===== config.mk =====
export PLATFORM = sky130hd
export DESIGN_NAME = mux4_scan_ctrl_flat
export DESIGN_NICKNAME = d
export VERILOG_FILES = /design/src/rtl/mux4_scan_ctrl_if.sv /design/src/rtl/mux4_scan_ctrl.sv /design/src/flat_wrapper.sv
export SDC_FILE = /design/constraint.sdc
export NUM_CORES = 1
export LEC_CHECK = 0
export BUFFER_PORTS_ARGS = -buffer_cell sky130_fd_sc_hd__buf_2
export CAP_MARGIN = 20
export CELL_PAD_IN_SITES_DETAIL_PLACEMENT = 0
export CELL_PAD_IN_SITES_GLOBAL_PLACEMENT = 1
export CORE_MARGIN = 1.5
export CORE_UTILIZATION = 33
export CTS_BUF_LIST = sky130_fd_sc_hd__clkbuf_4 sky130_fd_sc_hd__clkbuf_8
export DETAILED_ROUTE_END_ITERATION = 7
export PLACE_DENSITY_LB_ADDON = 0.1
export SYNTH_ARGS = -nofsm -noshare
export SYNTH_HDL_FRONTEND = slang
export SYNTH_SLANG_ARGS = --single-unit

===== constraint.sdc =====
create_clock -name clk_i -period 1.7 [get_ports clk_i]
set_input_delay 0.34 -clock clk_i [delete_from_list [all_inputs] [get_ports clk_i]]
set_output_delay 0.34 -clock clk_i [all_outputs]
set_load 0.01 [all_outputs]

===== src/rtl/mux4_scan_ctrl_if.sv =====
// rtl/mux4_scan_ctrl_if.sv - scan controller handshake bundle (par present with MUX4_SCAN_PARITY_EN)
interface mux4_scan_ctrl_if;
  logic       start;
  logic       y;
  logic [1:0] s;
  logic [3:0] q;
  logic       valid;
  logic       ready;
  logic       busy;
`ifdef MUX4_SCAN_PARITY_EN
  logic       par;
`endif

`ifdef MUX4_SCAN_PARITY_EN
  modport master (input start, input y, input ready,
                  output s, output q, output valid, output busy, output par);
  modport slave  (output start, output y, output ready,
                  input s, input q, input valid, input busy, input par);
`else
  modport master (input start, input y, input ready,
                  output s, output q, output valid, output busy);
  modport slave  (output start, output y, output ready,
                  input s, input q, input valid, input busy);
`endif
endinterface


===== src/rtl/mux4_scan_ctrl.sv =====
// rtl/mux4_scan_ctrl.sv - steps a 4:1 mux select and assembles its output into a word; MUX4_SCAN_PARITY_EN adds par
module mux4_scan_ctrl #(
  parameter int SETTLE = 0,
  parameter int CW     = 4
) (
  input  logic              clk_i,
  input  logic              rst_i,
  mux4_scan_ctrl_if.master  bus
);

  typedef enum logic [1:0] {IDLE, SCAN, DONE} state_t;

  localparam logic [CW-1:0] SETTLE_C = CW'(SETTLE);

  state_t        state_q, state_d;
  logic [1:0]    s_q, s_d;
  logic [CW-1:0] cnt_q, cnt_d;
  logic [2:0]    buf_q, buf_d;
  logic [3:0]    q_q, q_d;
  logic          valid_q, valid_d;
`ifdef MUX4_SCAN_PARITY_EN
  logic          par_q, par_d;
`endif

  always_ff @(posedge clk_i) begin
    if (rst_i) begin
      state_q <= IDLE;
      s_q     <= 2'd0;
      cnt_q   <= '0;
      buf_q   <= 3'd0;
      q_q     <= 4'd0;
      valid_q <= 1'b0;
`ifdef MUX4_SCAN_PARITY_EN
      par_q   <= 1'b0;
`endif
    end else begin
      state_q <= state_d;
      s_q     <= s_d;
      cnt_q   <= cnt_d;
      buf_q   <= buf_d;
      q_q     <= q_d;
      valid_q <= valid_d;
`ifdef MUX4_SCAN_PARITY_EN
      par_q   <= par_d;
`endif
    end
  end

  always_comb begin
    state_d = state_q;
    s_d     = s_q;
    cnt_d   = cnt_q;
    buf_d   = buf_q;
    q_d     = q_q;
    valid_d = valid_q;
`ifdef MUX4_SCAN_PARITY_EN
    par_d   = par_q;
`endif
    unique case (state_q)
      IDLE: begin
        s_d     = 2'd0;
        valid_d = 1'b0;
        if (bus.start) begin
          state_d = SCAN;
          cnt_d   = '0;
          buf_d   = 3'd0;
        end
      end
      SCAN: begin
        if (cnt_q != SETTLE_C) begin
          cnt_d = cnt_q + 1'b1;
        end else begin
          // Last edge of the slot: y has had SETTLE+1 cycles to settle
          cnt_d = '0;
          unique case (s_q)
            2'd0: buf_d[0] = bus.y;
            2'd1: buf_d[1] = bus.y;
            2'd2: buf_d[2] = bus.y;
            default: ;
          endcase
          if (s_q != 2'd3) begin
            s_d = s_q + 2'd1;
          end else begin
            s_d     = 2'd0;
            q_d     = {bus.y, buf_q};
            valid_d = 1'b1;
            state_d = DONE;
`ifdef MUX4_SCAN_PARITY_EN
            par_d   = ^{bus.y, buf_q};
`endif
          end
        end
      end
      DONE: begin
        s_d = 2'd0;
        if (valid_q && bus.ready) begin
          valid_d = 1'b0;
          state_d = IDLE;
        end
      end
      default: state_d = IDLE;
    endcase
  end

  assign bus.s     = s_q;
  assign bus.q     = q_q;
  assign bus.valid = valid_q;
  assign bus.busy  = (state_q != IDLE);
`ifdef MUX4_SCAN_PARITY_EN
  assign bus.par   = par_q;
`endif

endmodule


===== src/flat_wrapper.sv =====
// flat-port wrapper written by rule: the top's interface ports become plain ports
module mux4_scan_ctrl_flat 
#(
  parameter int SETTLE = 0,
  parameter int CW     = 4
)
  (clk_i, rst_i, bus_start, bus_y, bus_ready, bus_s, bus_q, bus_valid, bus_busy);
  mux4_scan_ctrl_if bus_i ();
  input  logic clk_i;
  input  logic rst_i;
  input wire logic [$bits(bus_i.start)-1:0] bus_start;
  input wire logic [$bits(bus_i.y)-1:0] bus_y;
  input wire logic [$bits(bus_i.ready)-1:0] bus_ready;
  output wire logic [$bits(bus_i.s)-1:0] bus_s;
  output wire logic [$bits(bus_i.q)-1:0] bus_q;
  output wire logic [$bits(bus_i.valid)-1:0] bus_valid;
  output wire logic [$bits(bus_i.busy)-1:0] bus_busy;
  assign bus_i.start = bus_start;
  assign bus_i.y = bus_y;
  assign bus_i.ready = bus_ready;
  assign bus_s = bus_i.s;
  assign bus_q = bus_i.q;
  assign bus_valid = bus_i.valid;
  assign bus_busy = bus_i.busy;
  mux4_scan_ctrl #(.SETTLE(SETTLE), .CW(CW)) u_core (.clk_i(clk_i), .rst_i(rst_i), .bus(bus_i));
endmodule

== Word-level counts from Yosys, hierarchy flattened ==
Index checks and enable logic that the tools add are counted.
Word-level totals
  bits in read-only memories: 0
  bits in latches: 0
  register bits after elaboration: 16
  word-level logic and storage cells: 62
  memories kept: 0
  bits in writable memories: 0
Operators by class
  equality and inequality tests: 12
  bitwise operators: 2
  reductions and logical operators: 17
  multipliers: 0
  divide/modulo/power cells: 0
  $lt $le $gt $ge: 0
  add/subtract/negate cells: 2
  muxes and demuxes: 21
  shifts and indexed selects: 0
Operator list (count)
  4-bit AND reduction: 5
  2-bit != test (second input constant): 7
  2-bit 2-to-1 mux: 6
  4-bit 2-to-1 mux: 2
  4-bit case mux with 2 select lines: 1
  1-bit 2-to-1 mux: 6
  3-bit 2-to-1 mux: 2
  2-bit case mux with 3 select lines: 1
  3-bit case mux with 2 select lines: 1
  2-bit nonzero test: 3
  4-bit by 1-bit adder with 4-bit output (second input constant): 1
  2-bit by 1-bit equality test with 1-bit output (second input constant): 2
  2-bit equality test (second input constant): 2
  2-bit zero test: 2
  2-bit case mux with 2 select lines: 1
  2-bit AND reduction: 2
  4-bit nonzero test: 1
  1-bit case mux with 3 select lines: 1
  3-bit AND reduction: 1
  3-bit nonzero test: 1
  2-bit by 1-bit adder with 2-bit output (second input constant): 1
  2-bit by 1-bit != test with 1-bit output (second input constant): 1
  1-bit NOT: 2
  2-bit OR reduction: 1
  1-bit logical AND: 1

== Depth between registers and ports, before layout ==
  depth after elaboration: 4
  depth in mapped cells: 6
  mapped depth without buffers: 5

== Worst setup path before layout ==
No wires, ideal clock.
  path type: reg2reg
  from: register u_core.cnt_q[0]
  to: register u_core.cnt_q[2]
  arrival time: 1.303 ns
  setup slack: 0.326 ns
  buffers on the path: 0
  stages on the path, launching flop included: 6
  cell sequence: dfxtp_1 inv_1 ha_1 nor3b_1 or4b_1 a21oi_1
Between the ends
  word-level cells in the longest chain between the ends: 3
  elaborated cells on any way between the ends: 4
  those cells by class: add/sub: 1; mux: 2; reduce/logical: 1
RTL lines
  start, declared: line mux4_scan_ctrl.sv:17  | logic [CW-1:0] cnt_q, cnt_d;
  start signal, assigned: line mux4_scan_ctrl.sv:39  | cnt_q <= cnt_d;
  4-bit by 1-bit adder with 4-bit output / 4-bit nonzero test (equally long branches): line mux4_scan_ctrl.sv:71, mux4_scan_ctrl.sv:70
  4-bit 2-to-1 mux *: line mux4_scan_ctrl.sv:70  | if (cnt_q != SETTLE_C) begin
  4-bit case mux with 2 select lines *: line mux4_scan_ctrl.sv:59  | unique case (state_q)
Mark *: on every way between the ends. The rest lies on a longest branch, timed or not.
A chain may end at the register's enable or synchronous reset.

== Final worst setup path ==
  from: register u_core.state_q[0]
  to: output port bus_busy
Between the ends
  word-level cells in the longest chain between the ends: 1
RTL lines
  start, declared: line mux4_scan_ctrl.sv:15  | state_t state_q, state_d;
  start signal, assigned: line mux4_scan_ctrl.sv:37  | state_q <= state_d;
  2-bit nonzero test: line mux4_scan_ctrl.sv:108  | assign bus.busy = (state_q != IDLE);
  end, declared: line flat_wrapper.sv:17  | output wire logic [$bits(bus_i.busy)-1:0] bus_busy;
Every way passes these cells.

==> results.sh <==
export IMPL_cap_violations=0
export IMPL_max_vdd_ir_drop_v=0.000280
export IMPL_drive_above_1_share=0.222
export IMPL_ant_nets=0
export IMPL_nNetsFinal=111
export IMPL_port_buffers=12
export IMPL_antenna_found_initial=0
export IMPL_die_y_um=53.4
export IMPL_vias=626
export IMPL_viasPerCell=4.85
export IMPL_yosys_warnings=0
export IMPL_setup_viol=0
export IMPL_drc_errors=0
export IMPL_timing_fmax_ghz=0.678
export IMPL_die_w_um=53.4
export IMPL_seq_area_um2=320
export IMPL_area_growth_pct=12.7
export IMPL_p_leak_nw=0.383
export IMPL_cp_arrival_ns=1.14
export IMPL_cts_tree="done"
export IMPL_synth_seq_area_share=0.382
export IMPL_tns_ns=0
export IMPL_htree_levels=1
export IMPL_cts_resized_gates=0
export IMPL_diodes=0
export IMPL_synth_cell_type_count=32
export IMPL_cts_hold_buf=0
export IMPL_boundaryPins=13
export IMPL_gp_congestion=0.681
export IMPL_worstPathRequired_ns=1.36
export IMPL_min_path_type="input port to flip-flop"
export IMPL_fillCellCount=249
export IMPL_track_usage=0.130
export IMPL_clock_path_buffers=2
export IMPL_status="complete, no violations"
export IMPL_grt_overflow_total=0
export IMPL_fin_skew_ns=0.00330
export IMPL_grt_max_degree=19
export IMPL_core_area_um2=2430
export IMPL_synth_nets=98
export IMPL_cp_start_kind="flip-flop"
export IMPL_finalCritPeriodShare=0.868
export IMPL_cts_root_buf="clkbuf_4"
export IMPL_drtIter0Drc=9
export IMPL_first_global_vias=543
export IMPL_ys_ff_latch=16
export IMPL_cts_num_sinks=16
export IMPL_cts_setup_buffers=0
export IMPL_multiInputGateArea_um2=469
export IMPL_clkSlewWorstSetupHoldPaths_ns=0.10
export IMPL_wire_per_inst_um=12.5
export IMPL_max_slew_margin=0.729
export IMPL_worst_path_max_fanout=11
export IMPL_wl_um=1610
export IMPL_finalMaxSlewViolations=0
export IMPL_grt_pass1_wl_um=2640
export IMPL_syn_instance_count=87
export IMPL_num_rows=18
export IMPL_cts_made_buffers=3
export IMPL_hold_viol=0
export IMPL_synthesis_area_um2=840
export IMPL_power_density_nw_per_um2=740
export IMPL_rsz0062_at_grt="no"
export IMPL_start_util=0.345
export IMPL_place_hpwl_um=1150
export IMPL_total_power_mw=0.700
export IMPL_worst_pin_slew_ns=0.405
export IMPL_critical_path_class="flip-flop to primary output"
export IMPL_clock_latency_ns=0.28
export IMPL_dieArea_um2=2860
export IMPL_period_needed_ns=1.48
export IMPL_worstSetupEndpointType="primary output"
export IMPL_syn_avg_cell_area_um2=9.65
export IMPL_first_pass_iters=4
[cell families (layout without fill, tap and decap cells)]
kind of cell	Yosys count	after routing	synth area share
compound gates	19	19	0.164
mux	4	4	0.0477
fa+ha+maj	6	6	0.0894
flops	16	16	0.382
simple gates	33	33	0.258
buf+inv	9	21	0.0596
[cell type report]
type | instances | area share
clock buffers | 4 | 0.0384
inverters | 4 | 0.0159
flip-flops and latches | 16 | 0.339
multi-input cells | 62 | 0.496
well taps | 30 | 0.0397
repair buffers | 13 | 0.0714
[registers in the layout (all words and copies together) (netlist names)]
| register | flops |
|---|---|
| u_core.state_q | 2 |
| u_core.bus.valid | 1 |
| u_core.bus.s | 2 |
| u_core.buf_q | 3 |
| u_core.cnt_q | 4 |
| u_core.bus.q | 4 |
[critical path, cell delays in order (launching register included)]
cell and delay (ns):
dfxtp_1 0.57, or2_1 0.16, buf_2 0.12
[placed cells by master, fill, tap and decap left out, types with 3 or more instances in the layout]
cell type and instances:
a21oi_1 5, a311oi_1 4, a31o_1 3, buf_2 12
clkbuf_4 3, dfxtp_1 16, ha_1 6, inv_1 4
mux2i_1 4, nand2_1 5, nand2b_1 8, nand3_1 4
nor3b_1 3
[report_power, final]
group,switching (mW),leakage (nW),internal [mW]
clock network,0.118,0.0210,0.130
logic,0.0359,0.233,0.0271
registers,0.00949,0.129,0.380
total,0.163,0.383,0.537
[per-stage QoR]
stage          instances  setup WS (ns)  instance area, um^2   util  hold WS (ns)
6_report             129          0.224                  946  0.389         0.351
5_1_grt              129          0.132                  946  0.389         0.352
4_1_cts              129          0.217                  946  0.389         0.348
3_5_place_dp         125          0.259                  910  0.374         0.468
3_3_place_gp         125          0.285                  910  0.374         0.460
2_1_floorplan         87          0.326                  840      -         0.459
[synth_stat cells (all sizes together)]
library cell / number / area share
o21bai: 1 / 0.0089
or4b: 1 / 0.012
a31o: 3 / 0.031
mux2i: 4 / 0.048
nand3: 5 / 0.045
inv: 4 / 0.018
buf: 3 / 0.033
or2: 1 / 0.0075
and2b: 1 / 0.012
a311oi: 4 / 0.042
nand3b: 1 / 0.0089
or3: 2 / 0.015
nor2: 2 / 0.0089
ha: 6 / 0.089
a21oi: 5 / 0.030
a31oi: 1 / 0.0075
nand2b: 9 / 0.076
nor3b: 3 / 0.027
dfxtp: 16 / 0.38
and2: 1 / 0.010
a22oi: 1 / 0.0089
a21o: 1 / 0.0089
nand2: 5 / 0.022
clkbuf: 2 / 0.0089
o21ai: 2 / 0.012
nor2b: 1 / 0.0075
o31ai: 1 / 0.015
nor3: 1 / 0.0060
[worst paths after layout]
path                          start              end  slack [ns]  depth (start not counted)
setup reg to reg    u_core.cnt_q[0]  u_core.cnt_q[0]        0.24                          6
setup / recovery  u_core.state_q[0]         bus_busy        0.22                          2
hold reg to reg     u_core.bus.q[3]  u_core.bus.q[3]        0.48                          2
hold / removal                bus_y  u_core.bus.q[3]        0.35                          3
[routing by layer]
metal  global-route usage  vias up  wire length, um
met3               0.0339        2               66
met4               0.0641        0               19
met5                    0        -                0
li1                     -      333                -
met2                0.179       13              670
met1                0.184      278              851
No activity file was read; power rests on OpenSTA's default activity.
